`config.mk`:
```
export PLATFORM = sky130hd
export DESIGN_NAME = bp_me_cache_dma_to_bedrock
export DESIGN_NICKNAME = d
export VERILOG_FILES = /design/src/rtl/bp_me_pkg.sv /design/src/rtl/bp_me_cache_dma_to_bedrock_dff.sv /design/src/rtl/bp_me_cache_dma_to_bedrock.sv
export SDC_FILE = /design/constraint.sdc
export NUM_CORES = 1
export LEC_CHECK = 0
export BUFFER_PORTS_ARGS = -buffer_cell sky130_fd_sc_hd__buf_2
export CAP_MARGIN = 5
export CELL_PAD_IN_SITES_DETAIL_PLACEMENT = 0
export CELL_PAD_IN_SITES_GLOBAL_PLACEMENT = 1
export CORE_AREA = 2 2 504 506
export DETAILED_ROUTE_END_ITERATION = 7
export DIE_AREA = 0 0 506 508
export PLACE_DENSITY = 0.45
export REMOVE_ABC_BUFFERS = 1
export SLEW_MARGIN = 5
export SYNTH_ARGS = -nofsm -noshare
export SYNTH_HDL_FRONTEND = slang
export SYNTH_SLANG_ARGS = --single-unit
```
`constraint.sdc`:
```
create_clock -name clk_i -period 5.2 [get_ports clk_i]
set_input_delay 1.3 -clock clk_i [delete_from_list [all_inputs] [get_ports clk_i]]
set_output_delay 1.3 -clock clk_i [all_outputs]
set_load 0.02 [all_outputs]
```
`src/rtl/bp_me_pkg.sv`:
```
// Shared types for the cache-DMA to BedRock memory adapter: configuration constants,
// BedRock memory message layout, bsg_cache DMA packet and adapter FSM states.
package bp_me_pkg;

  localparam int unsigned paddr_width_p     = 40;
  localparam int unsigned caddr_width_p     = 32;
  localparam int unsigned cce_block_width_p = 512;
  localparam int unsigned lce_id_width_p    = 4;
  localparam int unsigned lce_assoc_p       = 8;
  localparam int unsigned dword_width_gp    = 64;

  localparam int unsigned block_beats_lp    = cce_block_width_p / dword_width_gp;
  localparam int unsigned beat_cnt_width_lp = $clog2(block_beats_lp);
  localparam int unsigned dma_pkt_width_lp  = caddr_width_p + 1;
  localparam int unsigned block_offset_lp   = $clog2(cce_block_width_p / 8);
  localparam int unsigned way_id_width_lp   = $clog2(lce_assoc_p);

  typedef enum logic [3:0] {
    e_bedrock_mem_rd    = 4'd0,
    e_bedrock_mem_wr    = 4'd1,
    e_bedrock_mem_uc_rd = 4'd2,
    e_bedrock_mem_uc_wr = 4'd3
  } bp_bedrock_mem_type_e;

  typedef enum logic [2:0] {
    e_bedrock_msg_size_1   = 3'd0,
    e_bedrock_msg_size_2   = 3'd1,
    e_bedrock_msg_size_4   = 3'd2,
    e_bedrock_msg_size_8   = 3'd3,
    e_bedrock_msg_size_16  = 3'd4,
    e_bedrock_msg_size_32  = 3'd5,
    e_bedrock_msg_size_64  = 3'd6,
    e_bedrock_msg_size_128 = 3'd7
  } bp_bedrock_msg_size_e;

  typedef struct packed {
    logic [lce_id_width_p-1:0]   lce_id;
    logic [way_id_width_lp-1:0]  way_id;
  } bp_bedrock_mem_payload_s;

  typedef struct packed {
    bp_bedrock_mem_payload_s     payload;
    bp_bedrock_msg_size_e        size;
    logic [paddr_width_p-1:0]    addr;
    bp_bedrock_mem_type_e        msg_type;
  } bp_bedrock_mem_header_s;

  typedef struct packed {
    logic [cce_block_width_p-1:0] data;
    bp_bedrock_mem_header_s       header;
  } bp_bedrock_mem_msg_s;

  localparam int unsigned cce_mem_msg_width_lp = $bits(bp_bedrock_mem_msg_s);
  localparam int unsigned mem_header_width_lp  = $bits(bp_bedrock_mem_header_s);

  typedef struct packed {
    logic                     write_not_read;
    logic [caddr_width_p-1:0] addr;
  } bsg_cache_dma_pkt_s;

  typedef enum logic [2:0] {
    StIdle,
    StRdCmd,
    StRdWait,
    StRdStream,
    StWrCollect,
    StWrCmd,
    StWrWait
  } bp_me_dma_state_e;

endpackage

```
`src/rtl/bp_me_cache_dma_to_bedrock_dff.sv`:
```
// Enable-gated register with asynchronous active-low clear.
module bp_me_cache_dma_to_bedrock_dff #(
  parameter int unsigned Width = 1
) (
  input  logic             clk_i,
  input  logic             reset_i,
  input  logic             en_i,
  input  logic [Width-1:0] data_i,
  output logic [Width-1:0] data_o
);

  logic [Width-1:0] data_q;

  always_ff @(posedge clk_i or negedge reset_i) begin
    if (!reset_i) begin
      data_q <= '0;
    end else if (en_i) begin
      data_q <= data_i;
    end
  end

  assign data_o = data_q;

endmodule

```
`src/rtl/bp_me_cache_dma_to_bedrock.sv`:
```
// bsg_cache DMA slave: converts fill/evict transactions into full-block BedRock memory
// commands, one transaction in flight, fill data returned one dword per beat.
module bp_me_cache_dma_to_bedrock
  import bp_me_pkg::*;
(
  input  logic                            clk_i,
  input  logic                            reset_i,

  input  logic [dma_pkt_width_lp-1:0]     dma_pkt_i,
  input  logic                            dma_pkt_v_i,
  output logic                            dma_pkt_yumi_o,

  output logic [dword_width_gp-1:0]       dma_data_o,
  output logic                            dma_data_v_o,
  input  logic                            dma_data_ready_i,

  input  logic [dword_width_gp-1:0]       dma_data_i,
  input  logic                            dma_data_v_i,
  output logic                            dma_data_yumi_o,

  output logic [cce_mem_msg_width_lp-1:0] mem_cmd_o,
  output logic                            mem_cmd_v_o,
  input  logic                            mem_cmd_ready_and_i,

  input  logic [cce_mem_msg_width_lp-1:0] mem_resp_i,
  input  logic                            mem_resp_v_i,
  output logic                            mem_resp_yumi_o
);

  localparam logic [beat_cnt_width_lp-1:0] LastBeat = beat_cnt_width_lp'(block_beats_lp - 1);

  bsg_cache_dma_pkt_s     dma_pkt;
  bp_bedrock_mem_msg_s    mem_resp;
  bp_bedrock_mem_msg_s    mem_cmd;
  bp_bedrock_mem_header_s hdr_d, hdr_q;
  bp_me_dma_state_e       state_d, state_q;

  logic [beat_cnt_width_lp-1:0] cnt_d, cnt_q;
  logic                         live_q;
  logic [dword_width_gp-1:0]    buf_q [block_beats_lp];
  logic [cce_block_width_p-1:0] buf_flat;

  assign dma_pkt  = dma_pkt_i;
  assign mem_resp = mem_resp_i;

  // Keeps every handshake low in the first cycle after reset release.
  always_ff @(posedge clk_i or negedge reset_i) begin
    if (!reset_i) begin
      live_q <= 1'b0;
    end else begin
      live_q <= 1'b1;
    end
  end

  always_ff @(posedge clk_i or negedge reset_i) begin
    if (!reset_i) begin
      state_q <= StIdle;
      cnt_q   <= '0;
    end else begin
      state_q <= state_d;
      cnt_q   <= cnt_d;
    end
  end

  always_comb begin
    state_d = state_q;
    cnt_d   = cnt_q;
    unique case (state_q)
      StIdle: begin
        if (dma_pkt_yumi_o) begin
          state_d = dma_pkt.write_not_read ? StWrCollect : StRdCmd;
        end
      end
      StRdCmd:  if (mem_cmd_ready_and_i) state_d = StRdWait;
      StRdWait: begin
        if (mem_resp_yumi_o) begin
          state_d = StRdStream;
          cnt_d   = '0;
        end
      end
      StRdStream: begin
        if (dma_data_ready_i) begin
          cnt_d = cnt_q + 1'b1;
          if (cnt_q == LastBeat) state_d = StIdle;
        end
      end
      StWrCollect: begin
        if (dma_data_yumi_o) begin
          cnt_d = cnt_q + 1'b1;
          if (cnt_q == LastBeat) state_d = StWrCmd;
        end
      end
      StWrCmd:  if (mem_cmd_ready_and_i) state_d = StWrWait;
      StWrWait: if (mem_resp_yumi_o) state_d = StIdle;
      default:  state_d = StIdle;
    endcase
  end

  // Valid outputs depend on state only; yumis just echo the matching valid.
  always_comb begin
    dma_pkt_yumi_o  = 1'b0;
    dma_data_v_o    = 1'b0;
    dma_data_yumi_o = 1'b0;
    mem_cmd_v_o     = 1'b0;
    mem_resp_yumi_o = 1'b0;
    unique case (state_q)
      StIdle:             dma_pkt_yumi_o  = live_q & dma_pkt_v_i;
      StRdCmd, StWrCmd:   mem_cmd_v_o     = 1'b1;
      StRdWait, StWrWait: mem_resp_yumi_o = mem_resp_v_i;
      StRdStream:         dma_data_v_o    = 1'b1;
      StWrCollect:        dma_data_yumi_o = dma_data_v_i;
      default: ;
    endcase
  end

  always_comb begin
    hdr_d          = '0;
    hdr_d.msg_type = dma_pkt.write_not_read ? e_bedrock_mem_wr : e_bedrock_mem_rd;
    hdr_d.size     = e_bedrock_msg_size_64;
    hdr_d.addr     = {{(paddr_width_p - caddr_width_p){1'b0}},
                      dma_pkt.addr[caddr_width_p-1:block_offset_lp],
                      {block_offset_lp{1'b0}}};
  end

  bp_me_cache_dma_to_bedrock_dff #(
    .Width(mem_header_width_lp)
  ) u_hdr_reg (
    .clk_i  (clk_i),
    .reset_i(reset_i),
    .en_i   (dma_pkt_yumi_o),
    .data_i (hdr_d),
    .data_o (hdr_q)
  );

  always_ff @(posedge clk_i) begin
    if (mem_resp_yumi_o && (state_q == StRdWait)) begin
      for (int i = 0; i < block_beats_lp; i++) begin
        buf_q[i] <= mem_resp.data[i*dword_width_gp +: dword_width_gp];
      end
    end else if (dma_data_yumi_o) begin
      buf_q[cnt_q] <= dma_data_i;
    end
  end

  always_comb begin
    buf_flat = '0;
    for (int i = 0; i < block_beats_lp; i++) begin
      buf_flat[i*dword_width_gp +: dword_width_gp] = buf_q[i];
    end
  end

  always_comb begin
    mem_cmd        = '0;
    mem_cmd.header = hdr_q;
    mem_cmd.data   = (state_q == StWrCmd) ? buf_flat : '0;
  end

  assign mem_cmd_o  = mem_cmd;
  assign dma_data_o = buf_q[cnt_q];

  logic unused_inputs;
  assign unused_inputs = ^{mem_resp.header, dma_pkt.addr[block_offset_lp-1:0]};

  resp_type_matches_a: assert property (@(posedge clk_i) disable iff (!reset_i)
    mem_resp_yumi_o |-> (mem_resp.header.msg_type == hdr_q.msg_type));

endmodule

```
After elaboration in Yosys (flattened, before gate mapping)
Memory sizes are Yosys's and may differ from the RTL's.
Index checks and enable logic that the tools add are counted.
- flip-flop bits (word level): 38
- memory bits (writable): 512
- input port bits: 670
- output and inout bits: 635
- memories: 1
- memory list (name ; depth ; bits a word ; rd ports ; clocked after memory_dff ; wr ports ; line ; RTL):
    buf_q ; 8 ; 64 ; 9 ; 0 ; 8 ; bp_me_cache_dma_to_bedrock.sv:40 ; logic [dword_width_gp-1:0] buf_q [block_beats_lp];
- add/subtract/negate cells: 1
- equal/unequal tests: 16
- multiplexer cells: 29
- bitwise logic cells: 1
- reduce and logical (&&, ||, !) cells: 8
- operators with widths (kind ; number):
    512-bit two-way mux ; 1
    64-bit two-way mux ; 1
    64-bit OR reduction ; 1
    3-bit two-way mux ; 13
    3-bit case mux with 7 select lines ; 1
    2-bit inequality test, second input constant ; 9
    3-bit equality test, second input constant ; 4
    1-bit two-way mux ; 12
    3-bit case mux with 3 select lines ; 1
    9-bit AND reduction ; 1
    3-bit by 2-bit equality test with 1-bit output, second input constant ; 2
    4-bit AND reduction ; 1
    2-bit OR reduction ; 2
    3-bit by 1-bit adder with 3-bit output, second input constant ; 1
    3-bit by 1-bit equality test with 1-bit output, second input constant ; 1
    3-bit logical NOT ; 1
    3-bit nonzero test ; 1
    1-bit bitwise AND ; 1
    1-bit logical AND ; 1

Logic depth before layout (Yosys ltp)
- depth after elaboration: 8
- depth in mapped cells: 7

Modules after synthesis
Synthesis repeated with hierarchy kept, for this count alone.
- cell total of the unflattened synthesis: 2257
- area, all modules: 31950.6 µm²
- by module, submodules not included (module ; instances ; cells an instance ; area each (µm²) ; seq. area each (µm²)):
    bp_me_cache_dma_to_bedrock ; 1 ; 2143 ; 29692.2 ; 15549.9
    bp_me_cache_dma_to_bedrock_dff ; 1 ; 114 ; 2258.4 ; 1351.3

Worst setup path after synthesis
OpenSTA, ideal clock, no wires.
- path type: input to register
- from: input port dma_data_v_i
- to: memory buf_q[2][0], enable pin
- setup time: 433 ps
- data arrival time: 3819 ps
- data required time: 4767 ps
- slack: 948 ps
- stages: 6
- buffers on the path: 2
- cells stage by stage: nand2_2 -> nor4_1 -> and3_1 -> buf_4 -> buf_4 -> nand2b_1
- RTL lines (item ; line ; RTL):
    from (decl) ; bp_me_cache_dma_to_bedrock.sv:18 ; input logic dma_data_v_i,
    to (decl) ; bp_me_cache_dma_to_bedrock.sv:40 ;

Final worst setup path
- from: register state_q[0]
- to: output port mem_cmd_o[552]
- word-level cells in the longest chain between the ends: 2
- RTL lines (item ; line ; RTL):
    from (decl) ; bp_me_cache_dma_to_bedrock.sv:36 ; bp_me_dma_state_e state_d, state_q;
    from (signal assigned) ; bp_me_cache_dma_to_bedrock.sv:57 ; state_q <= StIdle;
    from (signal assigned) ; bp_me_cache_dma_to_bedrock.sv:60 ; state_q <= state_d;
    3-bit equality test ; bp_me_cache_dma_to_bedrock.sv:155 ; mem_cmd.data = (state_q == StWrCmd) ? buf_flat : '0;
    512-bit two-way mux ; bp_me_cache_dma_to_bedrock.sv:155 ;
    to (decl) ; bp_me_cache_dma_to_bedrock.sv:21 ; output logic [cce_mem_msg_width_lp-1:0] mem_cmd_o,
No other way between the ends.

==> metrics.md <==
| Metric | Value |
|---|---|
| Outcome | `finished, final reports clean` |
| Hold Path Depth | `1` |
| Fill cell count | `28130` |
| Clk pwr share | `~26%` |
| Period utilisation layout | `between 80% and 90%` |
| Dominant cell by count in the synthesized netlist | `mux2_2` |
| Crit-path max FO | `73` |
| Syn Area/Cell | `around 14 um^2` |
| Clk root buf | `clkbuf_16` |
| Final setup violation count | `0` |
| Critical path class | `reg2out` |
| R2R Setup Slk | `between 1.5 and 2 ns` |
| Count of input and output buffers | `1219` |
| Clk buf depth | `3` |
| Io pins | `roughly 1300` |
| Drc violations | `0` |
| Cell Pwr Density | `roughly 480 mW/mm^2` |
| Initial DRC count | `2330` |
| Total number of vias | `around 27000` |
| Placer Congestion | `0.8654` |
| Netlist Area Pre-Place | `about 0.031 mm^2` |
| Hold Crit Start | `u_hdr_reg.data_o[45]$_DFFE_PN0P_` |
| Layout cells sized above 1 | `about three fifths` |
| Synth Register Bits | `roughly 550` |
| Setup crit end kind | `primary output` |
| # hold bufs at CTS | `0` |
| Crit path launch type | `register` |
| Clock slew at reported path FFs | `around 0.050 ns` |
| Cell Int Power | `about 12 mW` |
| Fin util | `between 10% and 20%` |
| Maximum vdd drop | `245.9 uV` |
| Maxcap violations | `0` |
| TritonCTS Buffers | `77` |
| Die W | `506 um` |
| Initial antenna violation count | `around 130` |
| Post-CTS Setup Bufs | `0` |
| Sequential area share after synthesis | `52.59%` |
| Sw Ratio | `a little over two fifths` |
| Number of enable flip-flop cells after synthesis | `512` |
| Footprint of the multi-input gates | `approximately 0.014 mm^2` |
| Register-to-Register Path Depth | `5` |
| Nets | `between 4000 and 5000` |
| Site Rows | `approximately 190` |
| Post-Route WL | `about 220000 um` |
| Placed wire-length estimate | `164400 um` |
| Top cells by count, synth | `527 x mux2_2, 515 x and3_1, 512 x edfxtp_1` |
| Sw Pwr | `approximately 9 mW` |
| Antenna-violating nets left | `0` |
| Yosys top cell by area | `edfxtp_1` |
| Worst hold endpoint | `u_hdr_reg.data_o[45]$_DFFE_PN0P_` |
| Num Clock Sinks | `about 550` |
| Max Fclk | `around 0.22 GHz` |
| First-pass GRT wire length | `~280000 um` |
| Clock skew | `roughly 0.04 ns` |
| Later-pin clock latency in the skew report | `0.70 ns` |
| Main synth FF type | `edfxtp_1` |
| Area share of the largest cell type after synthesis | `about half` |
| Starting Density | `approximately an eighth` |
| HP Class | `reg2reg` |
| Hold_ws | `approximately 0.49 ns` |
| Vias per cell | `~3.9` |
| CTS tree | `yes` |
| Largest net degree at the start of global routing | `142` |
| Die Y | `between 500 and 600 um` |
| Worst r2r src | `state_q[2]$_DFFE_PN0P_` |
| Final hold violations | `0` |
| DR pass1 iterations | `5` |
| Relative max-transition margin | `21.48%` |
| Slew Viols, Final | `0` |
| Sequential Area | `~0.016 mm^2` |
| # H-tree levels | `3` |
| Gr usage total | `about 16%` |
| Unrepaired setup endpoints after global routing | `no` |
| Required time worst endpoint | `between 3 and 4 ns` |
| Gr ovfl total | `0` |
| Leakage power | `roughly 19 nW` |
| Vias in the first global route | `approximately 27000` |
| Register share of total power | `a little under a third` |
| Asr flop ratio synth | `around 6.4%` |
| Cells after synthesis | `2234` |
| Core Footprint | `0.2523 mm^2` |
| Wire per inst | `about 31 um` |
| Least-Margin Pin Slew | `approximately 1.2 ns` |
| Synth warnings | `0` |
| Die area | `roughly 0.26 mm^2` |
| Netlist cell types | `between 40 and 50` |
| Logic pwr share | `between 40% and 50%` |
| Worst flop-to-flop path endpoint | `buf_q[5][38]$_DFFE_PP_` |
| P&R area growth vs syn | `42.21%` |
| Main area contributors after synthesis | `edfxtp_1 50%, mux2_2 19%, and3_1 10%, mux4_2 9.3%, dfrtp_1 2.8%` |
| Crit path arrival time | `about 3.3 ns` |
| Post-cts resize count | `0` |
| Min cycle time layout | `~4.6 ns` |
==> worst max-delay path by stage <==
| stage | start | to | slack [ns] |
|---|---|---|---|
| after global routing | cnt_q[0]$_DFFE_PN0P_ | dma_data_o[27] | 0.43 |
| final | state_q[0]$_DFFE_PN0P_ | mem_cmd_o[552] | 0.62 |
| after floorplan | state_q[2]$_DFFE_PN0P_ | buf_q[5][0]$_DFFE_PP_ | -4.88 |
| after global placement | dma_data_v_i | buf_q[5][38]$_DFFE_PP_ | 1.13 |
| after detailed placement | dma_data_v_i | buf_q[5][38]$_DFFE_PP_ | 1.16 |
| after CTS | state_q[0]$_DFFE_PN0P_ | mem_cmd_o[490] | 0.48 |
==> registers in the layout, summed over array words and instances, names as in the netlist <==
signal	count
cnt_q	3
state_q	3
live_q	1
buf_q	512
u_hdr_reg.data_o	28
==> logic make-up after synthesis <==
group           share of synthesized area (%)
fa+ha+maj                             0.08097
buf+inv                                 4.377
mux                                     29.12
other cells                           0.02430
xor+xnor                              0.02835
flops                                   52.59
compound gates                         0.2348
simple gates                            13.54
==> layout make-up <==
type / instances / area share (%)
flip-flops and latches: 547 / 37.01
multi-input cells: 1456 / 30.75
repair buffers: 1319 / 16.64
well taps: 3366 / 9.584
clock buffers: 98 / 4.661
clock inverters: 44 / 0.9794
diodes: 50 / 0.2847
inverters: 7 / 0.08257
==> layer usage <==
layer	wire length, um	share of wire [%]	GRT usage (%)
met5	463	0.21	0
met4	7137	3.3	5.058
met3	20910	9.7	5.942
met2	101300	47	26.54
met1	86840	40	19.51
==> through the flow <==
stage,instances,setup slack [ns],area [um^2],TNS [ns],total power [mW]
6_report,6887,0.6201,43940,0,21.06
5_1_grt,6852,0.4288,43860,0,21.96
3_5_place_dp,6695,1.164,41340,0,15.83
2_1_floorplan,2010,-4.884,29660,-5168.86,11.26
4_1_cts,6837,0.4844,43820,0,21.41
3_3_place_gp,6695,1.134,41340,0,15.89
==> placed cells by master (no fill, tap or decap), types with 2 or more instances in the layout <==
master,synthesis,layout
edfxtp_1,512,512
buf_2,30,1219
inv_6,0,3
diode_2,0,50
buf_4,47,63
clkbuf_16,0,79
clkinvlp_4,0,9
mux2_2,527,527
ha_1,2,2
nor3b_1,2,2
bufinv_16,0,7
mux2_1,13,13
inv_1,5,4
and3_4,0,3
mux2i_1,2,2
nand2_1,199,194
nand3_4,0,3
clkbuf_1,138,19
nand2_4,0,5
a31oi_1,2,2
mux4_2,128,128
buf_12,0,37
and3_1,515,512
nor3_1,4,4
dfrtp_4,0,4
clkinv_1,0,17
o21ai_0,3,3
clkinv_8,0,2
nand2b_4,0,4
nor4_1,3,3
dfrtp_1,35,31
conb_1,2,26
nor2_1,2,2
clkinv_2,0,6
==> critical path, stage by stage, from the launching register on <==
cell and delay (ns):
dfrtp_1 0.69, nand2_1 0.28, inv_8 0.53, buf_4 0.46, and3_1 0.20, buf_2 0.27
==> power by group through the flow <==
stage	combinational, mW	sequential [mW]	clock [mW]
final	9.13	6.50	5.44
after global routing	9.65	6.58	5.74
after CTS	9.27	6.52	5.62
after detailed placement	9.23	6.60	0
after global placement	9.28	6.60	0
after floorplan	4.55	6.71	0
Note: power is estimated with default switching activity, not from simulation.
